<file path="src/rtl/prim_recursion_ctrl_pkg.sv">
// Shared definitions for the primitive-recursion controller: FSM state
// encoding and the default operand width.
package prim_recursion_ctrl_pkg;

  localparam int DEFAULT_BW = 16;

  typedef enum logic [1:0] {
    S_IDLE   = 2'd0,
    S_G_WAIT = 2'd1,
    S_H_WAIT = 2'd2
  } state_e;

endpackage

</file>
<file path="src/rtl/prim_recursion_ctrl_rise_det.sv">
// Rising-edge detector: flags a 0->1 transition of d against its value
// registered on the previous clock. Previous-value register clears on reset.
module rise_det (
  input  logic clk,
  input  logic rst_n,
  input  logic d,
  output logic rise
);

  logic d_q;

  // Remember last cycle's level for comparison.
  always_ff @(posedge clk or negedge rst_n) begin
    if (!rst_n) d_q <= 1'b0;
    else        d_q <= d;
  end

  assign rise = d & ~d_q;

endmodule

</file>
<file path="src/rtl/prim_recursion_ctrl.sv">
// Primitive-recursion sequencer: f(x,0)=g(x), f(x,i+1)=h(x,i,f(x,i)).
// All arithmetic lives in the external g/h units; this block only latches
// operands, issues one-cycle launch pulses and collects results.
module prim_recursion_ctrl
  import prim_recursion_ctrl_pkg::*;
#(
  parameter int          BW       = DEFAULT_BW,
  parameter int          NARGS    = 1,
  parameter int unsigned MAX_ITER = 16'hFFFF
) (
  input  logic                CLK,
  input  logic                RST,
  input  logic                ST,
  input  logic                ABORT,
  input  logic [NARGS*BW-1:0] ARGS,
  input  logic [BW-1:0]       N,
  output logic                RD,
  output logic [BW-1:0]       RES,
  output logic                ERR,
  output logic                G_ST,
  output logic                H_ST,
  input  logic                G_RD,
  input  logic                H_RD,
  input  logic [BW-1:0]       G_RES,
  input  logic [BW-1:0]       H_RES,
  output logic [NARGS*BW-1:0] X_OUT,
  output logic [BW-1:0]       H_CNT,
  output logic [BW-1:0]       H_PREV
);

  // Comparison width wide enough for both N and the 32-bit limit.
  localparam int CW = (BW > 32) ? BW : 32;

  logic          st_rise, g_rise, h_rise;
  state_e        state;
  logic [BW-1:0] n_q;
  logic [BW-1:0] cnt;
  logic [BW-1:0] cnt_nxt;
  logic          n_over;

  rise_det u_st_det (.clk(CLK), .rst_n(RST), .d(ST),   .rise(st_rise));
  rise_det u_g_det  (.clk(CLK), .rst_n(RST), .d(G_RD), .rise(g_rise));
  rise_det u_h_det  (.clk(CLK), .rst_n(RST), .d(H_RD), .rise(h_rise));

  // Iteration counter wraps modulo 2^BW.
  assign cnt_nxt = cnt + BW'(1);
  assign n_over  = CW'(N) > CW'(MAX_ITER);

  // Sequencer: launch g once, then h N times, registering every output.
  always_ff @(posedge CLK or negedge RST) begin
    if (!RST) begin
      state  <= S_IDLE;
      RD     <= 1'b1;
      RES    <= '0;
      ERR    <= 1'b0;
      G_ST   <= 1'b0;
      H_ST   <= 1'b0;
      H_CNT  <= '0;
      H_PREV <= '0;
      X_OUT  <= '0;
      n_q    <= '0;
      cnt    <= '0;
    end else begin
      // Launch strobes are single-cycle unless re-armed below.
      G_ST <= 1'b0;
      H_ST <= 1'b0;
      case (state)
        S_IDLE: begin
          // ABORT in idle swallows a coincident start request.
          if (st_rise && !ABORT) begin
            if (n_over) begin
              ERR <= 1'b1;
            end else begin
              X_OUT <= ARGS;
              n_q   <= N;
              cnt   <= '0;
              RD    <= 1'b0;
              ERR   <= 1'b0;
              G_ST  <= 1'b1;
              state <= S_G_WAIT;
            end
          end
        end
        S_G_WAIT: begin
          // ABORT takes priority over a same-cycle g completion.
          if (ABORT) begin
            RD    <= 1'b1;
            ERR   <= 1'b1;
            state <= S_IDLE;
          end else if (g_rise) begin
            if (n_q == '0) begin
              RES   <= G_RES;
              RD    <= 1'b1;
              state <= S_IDLE;
            end else begin
              H_CNT  <= '0;
              H_PREV <= G_RES;
              H_ST   <= 1'b1;
              state  <= S_H_WAIT;
            end
          end
        end
        S_H_WAIT: begin
          if (ABORT) begin
            RD    <= 1'b1;
            ERR   <= 1'b1;
            state <= S_IDLE;
          end else if (h_rise) begin
            cnt <= cnt_nxt;
            if (cnt_nxt == n_q) begin
              RES   <= H_RES;
              RD    <= 1'b1;
              state <= S_IDLE;
            end else begin
              // H_PREV carries the running accumulator f(x,i) into h.
              H_CNT  <= cnt_nxt;
              H_PREV <= H_RES;
              H_ST   <= 1'b1;
            end
          end
        end
        default: state <= S_IDLE;
      endcase
    end
  end

endmodule

</file>
<file path="config.mk">
export PLATFORM = sky130hd
export DESIGN_NAME = prim_recursion_ctrl
export DESIGN_NICKNAME = d
export VERILOG_FILES = /design/src/rtl/prim_recursion_ctrl_pkg.sv /design/src/rtl/prim_recursion_ctrl_rise_det.sv /design/src/rtl/prim_recursion_ctrl.sv
export SDC_FILE = /design/constraint.sdc
export NUM_CORES = 1
export LEC_CHECK = 0
export ABC_CLOCK_PERIOD_IN_PS = 3280
export BUFFER_PORTS_ARGS = -buffer_cell sky130_fd_sc_hd__buf_2
export CAP_MARGIN = 5
export CORE_ASPECT_RATIO = 0.9
export CORE_MARGIN = 2
export CORE_UTILIZATION = 48
export DETAILED_ROUTE_END_ITERATION = 12
export PLACE_DENSITY_LB_ADDON = 0.05
export SLEW_MARGIN = 10
export SYNTH_ARGS = -nofsm -noshare
export SYNTH_HDL_FRONTEND = slang
export SYNTH_SLANG_ARGS = --single-unit
</file>
<file path="constraint.sdc">
create_clock -name CLK -period 3.28 [get_ports CLK]
set_input_delay 0 -clock CLK [delete_from_list [all_inputs] [get_ports CLK]]
set_output_delay 0 -clock CLK [all_outputs]
set_load 0.01 [all_outputs]
</file>
# ---- After elaboration in Yosys (flattened, before gate mapping)
# Cells that the tools add are included.
dict set report word_totals {
  reg_bits 105
  in_bits 70
  out_inout_bits 68
  elab_cells 106
}
dict set report op_classes {
  add_sub_neg 1
  n_eq_ne 17
  muxes 52
  bitwise 6
  reduce_logical 16
}
# cell count
set op_table {}
lappend op_table {{$mux W16} 21}
lappend op_table {{$pmux W16 S2} 4}
lappend op_table {{$ne A2 B2 Y1 const B} 9}
lappend op_table {{$add A16 B1 Y16 const B} 1}
lappend op_table {{$eq A16 B16 Y1} 1}
lappend op_table {{$logic_not A16 Y1} 1}
lappend op_table {{$mux W1} 16}
lappend op_table {{$mux W2} 7}
lappend op_table {{$reduce_and A7 Y1} 2}
lappend op_table {{$ne A3 B3 Y1 const B} 4}
lappend op_table {{$reduce_and A4 Y1} 2}
lappend op_table {{$pmux W2 S3} 1}
lappend op_table {{$reduce_and A6 Y1} 1}
lappend op_table {{$reduce_bool A2 Y1} 3}
lappend op_table {{$pmux W1 S2} 2}
lappend op_table {{$and A1 B1 Y1} 3}
lappend op_table {{$not A1 Y1} 3}
lappend op_table {{$pmux W1 S3} 1}
lappend op_table {{$reduce_and A3 Y1} 1}
lappend op_table {{$reduce_bool A3 Y1} 1}
lappend op_table {{$eq A2 B1 Y1 const B} 1}
lappend op_table {{$eq A2 B2 Y1 const B} 1}
lappend op_table {{$logic_not A2 Y1} 1}
lappend op_table {{$ne A2 B1 Y1 const B} 1}
lappend op_table {{4 further kinds} 4}

# ---- Longest topological paths before layout
dict set report logic_depth {
  ltp_word 6
  depth_mapped 11
}

# ---- Cells and area by module
# Synthesis repeated with hierarchy kept, for this count alone.
dict set report hier_totals {
  cells_unflattened 516
  area_unflattened_um2 5345.1
}
# module instances cells_each area_per_inst_um2 seq_area_each_um2
set by_module_without_submodules {}
lappend by_module_without_submodules {prim_recursion_ctrl 1 510 5228.8 2553.7}
lappend by_module_without_submodules {rise_det 3 2 38.8 25.0}

# ---- Worst setup path before layout
# OpenSTA, ideal clock, no wires.
dict set report synth_timing {
  path_kind {register -> register}
  from {reg cnt[0]}
  to {reg RES[0]}
  setup_time_ps 125
  t_arrival_ps 2961
  path_slack_ps 194
  stages_incl_launch_ff 10
  n_path_buf 1
  path_cell_list {dfrtp_1 > ha_1 > nand4_2 > nor3_1 > mux2_2 > a221o_1 > o41ai_4 > nand4_4 > buf_6 > mux2_4}
}
dict set report synth_between {
  elab_chain_cells 4
}
# item line
set synth_lines {}
lappend synth_lines {{start: declaration} prim_recursion_ctrl.sv:37} ;# logic [BW-1:0] cnt;
lappend synth_lines {{start signal: assignment} prim_recursion_ctrl.sv:109} ;# cnt <= cnt_nxt;
lappend synth_lines {{$add A16 B1 Y16} prim_recursion_ctrl.sv:46} ;# assign cnt_nxt = cnt + BW'(1);
lappend synth_lines {{$eq A16 B16 Y1} prim_recursion_ctrl.sv:110} ;# if (cnt_nxt == n_q) begin
lappend synth_lines {{$ne A2 B2 Y1 (no line)} n/a}
lappend synth_lines {{$reduce_and A7 Y1 (no line)} n/a}
lappend synth_lines {{end signal: assignment} prim_recursion_ctrl.sv:54} ;# RES <= '0;
lappend synth_lines {{end signal: assignment} prim_recursion_ctrl.sv:92} ;# RES <= G_RES;
lappend synth_lines {{end signal: assignment} prim_recursion_ctrl.sv:111} ;# RES <= H_RES;
lappend synth_lines {{end: declaration} prim_recursion_ctrl.sv:18} ;# output logic [BW-1:0] RES,
# No other way between the ends.
# A chain may end at the register's enable or synchronous reset.

# ---- Final worst setup path
dict set report layout_timing {
  from {reg cnt[10]}
  to {reg H_PREV[3]}
}
dict set report layout_between {
  elab_chain_cells 4
}
# item line
set layout_lines {}
lappend layout_lines {{$add A16 B1 Y16} prim_recursion_ctrl.sv:46}
lappend layout_lines {{$eq A16 B16 Y1} prim_recursion_ctrl.sv:110}
lappend layout_lines {{$ne A2 B2 Y1 (no line)} n/a}
lappend layout_lines {{$reduce_and A7 Y1 (no line)} n/a}
lappend layout_lines {{end signal: assignment} prim_recursion_ctrl.sv:59} ;# H_PREV <= '0;
lappend layout_lines {{end signal: assignment} prim_recursion_ctrl.sv:97} ;# H_PREV <= G_RES;
lappend layout_lines {{end signal: assignment} prim_recursion_ctrl.sv:117} ;# H_PREV <= H_RES;
lappend layout_lines {{end: declaration} prim_recursion_ctrl.sv:28} ;# output logic [BW-1:0] H_PREV
# No other way between the ends.

==> results.ini <==
[setup_path]
worstPathMaxFanout=16
reg2reg_to=H_PREV[3]
critPathKind=flip-flop to flip-flop
r2r_slack_ns=0.19
worstReg2RegStart=cnt[10]
cp.required_ns=3.52
crit_path_start_kind=flip-flop
r2r_cells=9
crit_arrival_ns=3.33
critPathCaptureType=flip-flop

[logic_synthesis]
synth_warnings=0
synthesis.instances=476
synth_nets=551
synth.avg_cell_area_um2=11.6
synthesis.area_um2=5520
ys_seq_area_share_pct=47.6
synth_edf_count=0
async_reset_ff_share_pct=100
synth_flop_cell=dfrtp_1
synth_seq_cells=105
synth.distinct_cells=72

[power_and_ir_drop]
power_uw=5540
powerDensity_nw_per_um2=776
p_leak_uw=0.00328
ir_drop_v=0.000510

[routing]
vias=4392
wl_um=13600
ant_nets=0
first_pass_iters=4
wire_per_inst_um=16.7
viasPerCell=5.41
drtIter0Drc=220
drcViolationCount=0

[floorplan]
core_area_um2=11300
initial_core_util_pct=48.7
die_h_um=106
fp-row-count=37
die_area_um2=12400
ios=138
dieWidth_um=117

[sta]
hold_violations=0
rsz0062_at_grt=no
period_share_pct=94.3
setup_viol=0
min_period_ns=3.09
fmax_ghz=0.323
worstMarginPinSlew_ns=0.603
tns_ns=0
max_slew_margin_pct=59.4
clock_skew_ns=0.00604
drv_slew=0
holdWs_ns=0.0120

[global_routing]
overflow=0
grt_max_degree=43
track_usage_pct=23.3
antenna_found_initial=0
grt_pass1_vias=4351
grt_pass1_wl_um=22200

[clock_network]
root_buffer=clkbuf_16
cts.clk_slew.worst_paths_ns=0.07
cts_made_buffers=9
cts_tree=built
clock-sinks=105
clk_latency_ns=0.35
clock_path_buffers=2
htreeDepth=3

[job]
cap_violations=0

[layout]
drive_gt1_share_pct=41.5
nNetsFinal=728
final_common_cell=buf_2
antenna_cells=0
area_growth_pct=29.4
final_cell_mix=buf_2 (136), dfrtp_1 (104), mux2_2 (69)

[run_status]
status=complete, no violations

[hold_path]
min_to=H_PREV[14]
hold_depth=3
hp-class=primary input to flip-flop
worstHoldStart=G_RES[14]

[place]
gp_congestion=0.861
io_buffers=137
dp_hpwl_um=9920

[synthesized netlist by cell type, types with 3 or more instances]
library cell  number  area [um^2]
or3_1              4         25.0
xnor2_1           12          105
o21ai_0           30          150
o41ai_1            3         26.3
nand4_1            6         37.5
and3_1             3         18.8
nor2_1            32          120
buf_4              3         22.5
clkbuf_1          15         56.3
ha_1               5         62.6
o2bb2ai_1         11         96.3
dfrtp_1          104         2600
mux2i_1            6         60.1
o31ai_1           15          113
mux2_2            69          777
buf_2              9         45.0
nand3_1           10         50.1
nor4_1             6         37.5
nand2b_1           7         43.8
a21oi_1            6         30.0
xor2_1             8         70.1
inv_1             10         37.5
and2_1             5         31.3
nor3b_1            3         22.5
nor3_1             5         25.0
nand2_1           25         93.8
mux2_4            10          150
[area by class of cell]
class / count / area [um^2]
Multi-Input combinational cell: 330 / 2720
Tap cell: 156 / 195
Inverter: 12 / 45.0
Sequential cell: 105 / 2630
Clock inverter: 3 / 90.1
Fill cell: 927 / 4200
Clock buffer: 11 / 243
Timing Repair Buffer: 195 / 1230
[metal layers]
metal | vias to the layer above | routed length [um] | track usage [%]
met3 | 12 | 718 | 5.18
li1 | 2087 | - | -
met4 | 0 | 146 | 7.65
met1 | 2167 | 6320 | 32.7
met2 | 126 | 6390 | 35.8
met5 | - | 0 | 0
[state kept, by name (all words and copies together), names as in the netlist]
name	count
n_q	16
u_h_det.d_q	1
H_PREV	16
H_CNT	16
state	2
u_st_det.d_q	1
G_ST	1
u_g_det.d_q	1
X_OUT	16
ERR	1
cnt	16
H_ST	1
RES	16
RD	1
[through the flow]
stage	area (um^2)	util, %	std cells	setup slack (ns)
CTS	7140	62.9	811	0.0915
global placement	6430	56.7	760	0.194
finish	7150	63.0	812	0.188
global route	7150	63.0	812	0.0137
floorplan	5520	-	476	0.194
detailed placement	6430	56.7	760	0.109
[how the worst max path moves through the flow]
stage / from / end / slack (ns) / cells after the start
after floorplan: cnt[0] / RES[0] / 0.19 / 9
after global placement: cnt[1] / H_CNT[14] / 0.19 / 10
after detailed placement: cnt[1] / H_CNT[6] / 0.11 / 10
after CTS: cnt[1] / H_CNT[6] / 0.09 / 10
after global routing: cnt[1] / RES[13] / 0.01 / 10
final: cnt[10] / H_PREV[3] / 0.19 / 9
[where the power goes]
part	switching [uW]	leakage (uW)	internal (uW)	total, uW
clock network	457	0.000162	758	1220
registers	314	0.00132	1740	2060
logic	1100	0.00180	1170	2270
[cells by family after synthesis]
family,Yosys count,synth area share (%)
flops,105,47.6
fa+ha+maj,5,1.13
buf+inv,41,3.33
simple gates,128,13.8
compound gates,87,11.4
mux,87,18.3
xor+xnor,23,4.44
[what timing repair did]
item,4_1_cts,5_1_grt
hold buffers,37,0
buffers inserted,0,1
hold endpoints to repair,64,0
resized for setup,0,1
endpoints found under the setup margin,0,35
[critical path, stage by stage, from the launching register on]
cell and delay, ns:
dfrtp_1 0.58, nand4_4 0.24, nor4_2 0.44, xor2_1 0.19, o21ai_0 0.53, nor4_1 0.11, buf_4 0.17, a21oi_2 0.17
buf_12 0.19, mux2_2 0.34
Power figures use the tool's default switching activity.
